$ cat config.mk
export PLATFORM = sky130hd
export DESIGN_NAME = axis_mem_write_arbiter_flat
export DESIGN_NICKNAME = d
export VERILOG_FILES = /design/src/rtl/axis_mem_write_arbiter_if.sv /design/src/rtl/axis_mem_write_arbiter.sv /design/src/flat_wrapper.sv
export SDC_FILE = /design/constraint.sdc
export NUM_CORES = 1
export LEC_CHECK = 0
export CAP_MARGIN = 20
export CORE_ASPECT_RATIO = 0.5
export CORE_UTILIZATION = 45
export CTS_CLUSTER_SIZE = 28
export DETAILED_ROUTE_END_ITERATION = 7
export DONT_BUFFER_PORTS = 1
export GPL_ROUTABILITY_DRIVEN = 0
export HOLD_SLACK_MARGIN = 0.15
export PLACE_DENSITY_LB_ADDON = 0.08
export SYNTH_ARGS = -nofsm -noshare
export SYNTH_HDL_FRONTEND = slang
export SYNTH_SLANG_ARGS = --single-unit
$ cat constraint.sdc
create_clock -name axis_aclk -period 2.05 [get_ports axis_aclk]
set_input_delay 0.1025 -clock axis_aclk [delete_from_list [all_inputs] [get_ports axis_aclk]]
set_output_delay 0.1025 -clock axis_aclk [all_outputs]
set_load 0.1 [all_outputs]
$ cat src/rtl/axis_mem_write_arbiter_if.sv
`default_nettype none
// ============================================================================
// Module   : axis_mem_write_arbiter_if
// Purpose  : AXI-Stream beat bundle (tdata/tstrb/tvalid/tlast/tready) used by
//            the write arbiter for both requester and memory-side ports.
// Revision : 1.0 - initial release
// ============================================================================
interface axis_mem_write_arbiter_if #(
    parameter int DATA_WIDTH = 32
);
    logic [DATA_WIDTH-1:0]   tdata;
    logic [DATA_WIDTH/8-1:0] tstrb;
    logic                    tvalid;
    logic                    tlast;
    logic                    tready;

    // Stream source: drives the payload, observes backpressure
    modport master (
        output tdata,
        output tstrb,
        output tvalid,
        output tlast,
        input  tready
    );

    // Stream sink: observes the payload, drives backpressure
    modport slave (
        input  tdata,
        input  tstrb,
        input  tvalid,
        input  tlast,
        output tready
    );
endinterface
`default_nettype wire

$ cat src/rtl/axis_mem_write_arbiter.sv
`default_nettype none
// ============================================================================
// Module   : axis_mem_write_arbiter
// Purpose  : Two-requester, packet-locked, round-robin AXI-Stream write
//            arbiter. A grant is held until the packet's last beat; packets
//            longer than MAX_BEATS are cut with a forced tlast and flagged.
//            Completed packets are counted per requester.
// Revision : 1.0 - initial release
// ============================================================================
module axis_mem_write_arbiter #(
    parameter int DATA_WIDTH = 32,
    parameter int MAX_BEATS  = 4096,
    parameter int CNT_WIDTH  = 16
) (
    input  logic                     axis_aclk,
    input  logic                     axis_aresetn,
    axis_mem_write_arbiter_if.slave  s00_axis,
    axis_mem_write_arbiter_if.slave  s01_axis,
    axis_mem_write_arbiter_if.master m00_axis,
    output logic [CNT_WIDTH-1:0]     pkt_cnt0,
    output logic [CNT_WIDTH-1:0]     pkt_cnt1,
    output logic                     err_overrun
);
    localparam int STRB_WIDTH = DATA_WIDTH / 8;
    localparam int BEAT_WIDTH = $clog2(MAX_BEATS + 1);
    // Beat index at which tlast is forced regardless of the requester
    localparam logic [BEAT_WIDTH-1:0] LAST_BEAT = BEAT_WIDTH'(MAX_BEATS - 1);

    typedef enum logic [1:0] {
        IDLE = 2'd0,
        GNT0 = 2'd1,
        GNT1 = 2'd2
    } state_t;

    state_t                state_q, state_d;
    logic                  last_grant_q, last_grant_d;
    logic [BEAT_WIDTH-1:0] beat_cnt_q, beat_cnt_d;
    logic [CNT_WIDTH-1:0]  pkt_cnt0_q, pkt_cnt0_d;
    logic [CNT_WIDTH-1:0]  pkt_cnt1_q, pkt_cnt1_d;
    logic                  err_q, err_d;

    logic                  w_granted;
    logic                  w_sel1;
    logic [DATA_WIDTH-1:0] w_src_tdata;
    logic [STRB_WIDTH-1:0] w_src_tstrb;
    logic                  w_src_tvalid;
    logic                  w_src_tlast;
    logic                  w_force_last;
    logic                  w_m_tlast;
    logic                  w_beat;

    // Pick the currently granted requester's stream and detect a beat
    always_comb begin
        w_granted    = (state_q == GNT0) || (state_q == GNT1);
        w_sel1       = (state_q == GNT1);
        w_src_tdata  = w_sel1 ? s01_axis.tdata  : s00_axis.tdata;
        w_src_tstrb  = w_sel1 ? s01_axis.tstrb  : s00_axis.tstrb;
        w_src_tvalid = w_sel1 ? s01_axis.tvalid : s00_axis.tvalid;
        w_src_tlast  = w_sel1 ? s01_axis.tlast  : s00_axis.tlast;
        w_force_last = (beat_cnt_q == LAST_BEAT);
        w_m_tlast    = w_src_tlast | w_force_last;
        w_beat       = w_granted & w_src_tvalid & m00_axis.tready;
    end

    // Zero-latency passthrough while granted; everything quiet in IDLE
    always_comb begin
        m00_axis.tdata  = w_granted ? w_src_tdata : '0;
        m00_axis.tstrb  = w_granted ? w_src_tstrb : '0;
        m00_axis.tvalid = w_granted & w_src_tvalid;
        m00_axis.tlast  = w_granted & w_m_tlast;
        s00_axis.tready = (state_q == GNT0) & m00_axis.tready;
        s01_axis.tready = (state_q == GNT1) & m00_axis.tready;
    end

    // Next-state: arbitrate in IDLE, hold the grant until the (possibly forced) last beat
    always_comb begin
        state_d      = state_q;
        last_grant_d = last_grant_q;
        beat_cnt_d   = beat_cnt_q;
        pkt_cnt0_d   = pkt_cnt0_q;
        pkt_cnt1_d   = pkt_cnt1_q;
        err_d        = err_q;
        case (state_q)
            IDLE: begin
                // With both requesting, the one not served last wins
                if (s00_axis.tvalid && (!s01_axis.tvalid || last_grant_q)) begin
                    state_d      = GNT0;
                    last_grant_d = 1'b0;
                end else if (s01_axis.tvalid) begin
                    state_d      = GNT1;
                    last_grant_d = 1'b1;
                end
            end
            GNT0, GNT1: begin
                if (w_beat) begin
                    if (w_m_tlast) begin
                        state_d    = IDLE;
                        beat_cnt_d = '0;
                        if (w_sel1) begin
                            pkt_cnt1_d = pkt_cnt1_q + CNT_WIDTH'(1);
                        end else begin
                            pkt_cnt0_d = pkt_cnt0_q + CNT_WIDTH'(1);
                        end
                        // A length cut rather than a real end of packet
                        if (!w_src_tlast) begin
                            err_d = 1'b1;
                        end
                    end else begin
                        beat_cnt_d = beat_cnt_q + BEAT_WIDTH'(1);
                    end
                end
            end
            default: begin
                state_d    = IDLE;
                beat_cnt_d = '0;
            end
        endcase
    end

    // State and counter registers with asynchronous active-low reset
    always_ff @(posedge axis_aclk or negedge axis_aresetn) begin
        if (!axis_aresetn) begin
            state_q      <= IDLE;
            last_grant_q <= 1'b1;
            beat_cnt_q   <= '0;
            pkt_cnt0_q   <= '0;
            pkt_cnt1_q   <= '0;
            err_q        <= 1'b0;
        end else begin
            state_q      <= state_d;
            last_grant_q <= last_grant_d;
            beat_cnt_q   <= beat_cnt_d;
            pkt_cnt0_q   <= pkt_cnt0_d;
            pkt_cnt1_q   <= pkt_cnt1_d;
            err_q        <= err_d;
        end
    end

    assign pkt_cnt0    = pkt_cnt0_q;
    assign pkt_cnt1    = pkt_cnt1_q;
    assign err_overrun = err_q;

endmodule
`default_nettype wire

$ cat src/flat_wrapper.sv
// flat-port wrapper written by rule: the top's interface ports become plain ports
module axis_mem_write_arbiter_flat 
#(
    parameter int DATA_WIDTH = 32,
    parameter int MAX_BEATS  = 4096,
    parameter int CNT_WIDTH  = 16
)
  (axis_aclk, axis_aresetn, pkt_cnt0, pkt_cnt1, err_overrun, s00_axis_tdata, s00_axis_tstrb, s00_axis_tvalid, s00_axis_tlast, s00_axis_tready, s01_axis_tdata, s01_axis_tstrb, s01_axis_tvalid, s01_axis_tlast, s01_axis_tready, m00_axis_tdata, m00_axis_tstrb, m00_axis_tvalid, m00_axis_tlast, m00_axis_tready);
  axis_mem_write_arbiter_if #(.DATA_WIDTH(DATA_WIDTH)) s00_axis_i ();
  axis_mem_write_arbiter_if #(.DATA_WIDTH(DATA_WIDTH)) s01_axis_i ();
  axis_mem_write_arbiter_if #(.DATA_WIDTH(DATA_WIDTH)) m00_axis_i ();
  input  logic axis_aclk;
  input  logic axis_aresetn;
  output logic [CNT_WIDTH-1:0] pkt_cnt0;
  output logic [CNT_WIDTH-1:0] pkt_cnt1;
  output logic err_overrun;
  input wire logic [$bits(s00_axis_i.tdata)-1:0] s00_axis_tdata;
  input wire logic [$bits(s00_axis_i.tstrb)-1:0] s00_axis_tstrb;
  input wire logic [$bits(s00_axis_i.tvalid)-1:0] s00_axis_tvalid;
  input wire logic [$bits(s00_axis_i.tlast)-1:0] s00_axis_tlast;
  output wire logic [$bits(s00_axis_i.tready)-1:0] s00_axis_tready;
  input wire logic [$bits(s01_axis_i.tdata)-1:0] s01_axis_tdata;
  input wire logic [$bits(s01_axis_i.tstrb)-1:0] s01_axis_tstrb;
  input wire logic [$bits(s01_axis_i.tvalid)-1:0] s01_axis_tvalid;
  input wire logic [$bits(s01_axis_i.tlast)-1:0] s01_axis_tlast;
  output wire logic [$bits(s01_axis_i.tready)-1:0] s01_axis_tready;
  output wire logic [$bits(m00_axis_i.tdata)-1:0] m00_axis_tdata;
  output wire logic [$bits(m00_axis_i.tstrb)-1:0] m00_axis_tstrb;
  output wire logic [$bits(m00_axis_i.tvalid)-1:0] m00_axis_tvalid;
  output wire logic [$bits(m00_axis_i.tlast)-1:0] m00_axis_tlast;
  input wire logic [$bits(m00_axis_i.tready)-1:0] m00_axis_tready;
  assign s00_axis_i.tdata = s00_axis_tdata;
  assign s00_axis_i.tstrb = s00_axis_tstrb;
  assign s00_axis_i.tvalid = s00_axis_tvalid;
  assign s00_axis_i.tlast = s00_axis_tlast;
  assign s00_axis_tready = s00_axis_i.tready;
  assign s01_axis_i.tdata = s01_axis_tdata;
  assign s01_axis_i.tstrb = s01_axis_tstrb;
  assign s01_axis_i.tvalid = s01_axis_tvalid;
  assign s01_axis_i.tlast = s01_axis_tlast;
  assign s01_axis_tready = s01_axis_i.tready;
  assign m00_axis_tdata = m00_axis_i.tdata;
  assign m00_axis_tstrb = m00_axis_i.tstrb;
  assign m00_axis_tvalid = m00_axis_i.tvalid;
  assign m00_axis_tlast = m00_axis_i.tlast;
  assign m00_axis_i.tready = m00_axis_tready;
  axis_mem_write_arbiter #(.DATA_WIDTH(DATA_WIDTH), .MAX_BEATS(MAX_BEATS), .CNT_WIDTH(CNT_WIDTH)) u_core (.axis_aclk(axis_aclk), .axis_aresetn(axis_aresetn), .s00_axis(s00_axis_i), .s01_axis(s01_axis_i), .m00_axis(m00_axis_i), .pkt_cnt0(pkt_cnt0), .pkt_cnt1(pkt_cnt1), .err_overrun(err_overrun));
endmodule
==> results.rst <==
.. list-table::
   :header-rows: 1

   * - Metric
     - Value
   * - Crit Path Max Fanout
     - 4
   * - First-pass detailed-route iteration total
     - 7
   * - Most instantiated library cell after synthesis
     - sky130_fd_sc_hd__dfrtp_1
   * - Syn Area/Cell
     - 9.51 um^2
   * - Pin count of the biggest net entering global routing
     - 50
   * - Detailed-route via count
     - between 2000 and 3000
   * - Via count of the first global-routing pass
     - 2971
   * - Area of the multi-input gates
     - about 0.0023 mm^2
   * - Crit-path slowest cell
     - sky130_fd_sc_hd__dfrtp_1
   * - Fraction of synthesized cell area taken by the top area cell type
     - about 38%
   * - Final wirelength
     - 10.2 mm
   * - First-pass GRT wire length
     - approximately 15 mm
   * - Via count normalized by instance count
     - ~5.6
   * - Number of nets still failing antenna checks after routing
     - 0
   * - Highest attainable clock frequency
     - between 400 and 500 MHz
   * - TritonCTS buffer count
     - 5
   * - Peak ir drop on the vdd network
     - around 0.0018 V
   * - Share of synthesized area occupied by flip-flops and latches
     - about two fifths
   * - CTS sink count
     - 49
   * - Actual slew at the worst max-slew pin
     - between 0.3 and 0.4 ns
   * - Root buf cell
     - sky130_fd_sc_hd__clkbuf_16
   * - # diodes
     - 0
   * - Post-detailed-route wirelength per cell
     - between 15 and 20 um
   * - Vertical die dimension
     - 61.3 um
   * - Sequence of cells on the critical path
     - inv_2, ha_4, mux2_4, o21ai_4, clkinvlp_4, buf_4, buf_12
   * - Cell count after synthesis
     - ~330
   * - Layout net count
     - roughly 520
   * - Clock transition at path regs
     - about 0.060 ns
   * - Worst-case setup slack after placement
     - -0.0688 ns
   * - IO buf count
     - 0
   * - DRC violation count after routing
     - 2
   * - Number of setup violations in the final report
     - 3
   * - Share of the core filled with cells
     - just under 80%
   * - Max Cap Violations
     - 0
   * - Pwr Density
     - roughly 1700 mW/mm^2
   * - Setup slack of the critical path after layout
     - -0.0438 ns
   * - Initial antenna violation count
     - 0
   * - Share of layout cells above drive strength 1
     - 49.4%
   * - Violation count after the first detailed-route iteration
     - roughly 220
   * - Total I/O pin count
     - roughly 150
   * - P_leak
     - between 0.002 and 0.0025 uW
   * - Clock Skews
     - around 0.0043 ns
   * - Final HPWL from detailed placement
     - approximately 7.3 mm
   * - Buffer levels on the longest clock path
     - 2
   * - Biggest area contributors in the synthesized netlist
     - sky130_fd_sc_hd__dfrtp_1 (38%), sky130_fd_sc_hd__mux2i_1 (12%), sky130_fd_sc_hd__nor2b_1 (7.9%), sky130_fd_sc_hd__xor2_1 (6.9%), sky130_fd_sc_hd__nand4_1 (3.0%)
   * - Area added between synthesis and finish
     - 65.8%
   * - H-tree depth
     - 2
   * - Post-synth EDFFs
     - 0
   * - Arrival time worst endpoint
     - roughly 2.0 ns
   * - Total Die Area
     - ~0.0074 mm^2
   * - Unrepaired setup endpoints after global routing
     - true
   * - Count of cell types in the netlist
     - 44
   * - Initial Util
     - between 40% and 50%
   * - GRT Resource Usage Total
     - around a quarter
   * - Final hold violation count
     - 0
   * - CP required
     - just under 2 ns
   * - Nets in the synthesized netlist
     - between 400 and 500
   * - Status
     - finished with violations
   * - Kind of launch point of the worst setup path
     - flop
   * - Die W
     - between 100 and 150 um
   * - Num rows
     - 21
   * - Filler cell count
     - slightly above 400
   * - Worst rel slew slack
     - approximately 77%
   * - Footprint of the flip-flops and latches
     - approximately 0.0012 mm^2
   * - Top cells by count, synth
     - sky130_fd_sc_hd__dfrtp_1 (48), sky130_fd_sc_hd__nor2b_1 (40), sky130_fd_sc_hd__mux2i_1 (39), sky130_fd_sc_hd__xor2_1 (25), sky130_fd_sc_hd__nand2_1 (23)
   * - Critical Path Max Stage Delay
     - about 0.39 ns
   * - Worst setup path category
     - flop to output pin
   * - Number of slew-limit violations in the final report
     - 0
   * - Endpoint class of the critical path
     - output pin
   * - Cell taking the most area after synthesis
     - sky130_fd_sc_hd__dfrtp_1
   * - CTS tree
     - built
   * - Netlist Area Pre-Place
     - roughly 0.0032 mm^2
   * - Area of the placeable core
     - 0.00675 mm^2
   * - Number of warnings reported in the yosys synthesis log
     - 0
   * - Fraction of registers with async set or reset after synthesis
     - between 90% and 100%
   * - Tmin final
     - between 2 and 2.5 ns
   * - Dominant register cell in the synthesized netlist
     - sky130_fd_sc_hd__dfrtp_1
   * - FF+latch count, synth
     - between 40 and 50
   * - Worst hold path type
     - primary input to flop
   * - Remaining Overflow, GRT
     - 0
   * - Violations in the final reports
     - DRC, setup timing
   * - Final Cycle Share
     - 102%
   * - Worst-Skew Late Latency
     - a little under 0.3 ns
## worst max-delay path, delay by kind of cell (launching register included)
kind / cells / cell delay [ns]
multiplexers: 1 / 0.34
AO/OA/AOI/OAI: 1 / 0.20
flip-flops: 1 / 0.39
buffers and inverters: 4 / 0.58
adder cells (fa/ha/maj): 1 / 0.19
## final cells by class
type                    instances  share of cell area, %
multi-input cells             259                   44.2
clock buffers                   8                   2.79
well taps                      92                   2.19
inverters                       7                  0.572
repair buffers                114                   26.6
flip-flops and latches         49                   23.6
## sequential cells by signal, summed over array words and instances (netlist names)
name and count:
u_core.beat_cnt_q 13, u_core.pkt_cnt0 16, u_core.err_overrun 1, u_core.pkt_cnt1 16, u_core.last_grant_q 1, u_core.state_q 2
## routing by layer
metal  vias up  GRT usage [%]  wire [um]  share of wire [%]
li1       1389              -          -                  -
met1      1470           27.6       3750                 37
met2       111           49.0       5390                 53
met3        18           10.7        919                9.0
met4         0           7.76        172                1.7
met5         -              0          0                  0
## cell families after synthesis
group	synth area share [%]
and+or+nand+nor	26.1
DFF	38.8
muxes	13.8
AOI/OAI and AO/OA	7.43
xor gates and xnor gates	8.30
buffers and inverters	3.28
adders and majority gates	2.37
## timing repair
action,CTS,global route
hold endpoints to repair,52,1
resized for setup,6,42
hold buffers,5,1
setup endpoints to repair,20,67
pin swaps,0,2
setup buffers,2,4
## worst paths after layout
check | from | end | slack, ns | depth (start not counted)
setup / recovery | u_core.state_q[0] | m00_axis_tlast | -0.04 | 7
hold / removal | s00_axis_tvalid | u_core.state_q[0] | 0.18 | 3
setup reg to reg | u_core.state_q[0] | u_core.pkt_cnt1[1] | -0.04 | 8
hold reg to reg | u_core.pkt_cnt0[15] | u_core.pkt_cnt0[15] | 0.47 | 1
max in group asynchronous | axis_aresetn | u_core.last_grant_q | 1.46 | 2
min in group asynchronous | axis_aresetn | u_core.beat_cnt_q[7] | 0.32 | 2
## through the flow
step	TNS (ns)	instances	hold slack [ns]	area [um^2]	power (uW)
CTS	-0.0527	524	0.160	5030	8930
detailed placement	-0.115	509	-0.192	4770	7970
global route	-0.569	529	0.190	5250	9370
floorplan	-2.52	333	-0.193	3500	5850
global placement	-0.0444	509	-0.192	4770	7870
finish	-0.0997	529	0.180	5250	9080
## where the power goes
| part | internal, uW | leakage (uW) | switching (uW) | total, uW |
|---|---|---|---|---|
| Clock | 487 | 0.0000712 | 345 | 833 |
| Combinational | 2720 | 0.00164 | 4430 | 7150 |
| Sequential | 1050 | 0.000654 | 55.3 | 1100 |
| Total | 4250 | 0.00237 | 4840 | 9080 |
## cell usage in the layout (no fill, tap or decap), types with 11 or more instances in the layout
master / n
sky130_fd_sc_hd__buf_4: 67
sky130_fd_sc_hd__buf_12: 40
sky130_fd_sc_hd__dfrtp_1: 38
sky130_fd_sc_hd__nor2b_4: 37
sky130_fd_sc_hd__xor2_1: 25
sky130_fd_sc_hd__mux2i_1: 24
sky130_fd_sc_hd__nand2_1: 23
sky130_fd_sc_hd__mux2i_2: 15
sky130_fd_sc_hd__nand4_1: 15
sky130_fd_sc_hd__nand3_1: 11
No activity file was read; power rests on OpenSTA's default activity.
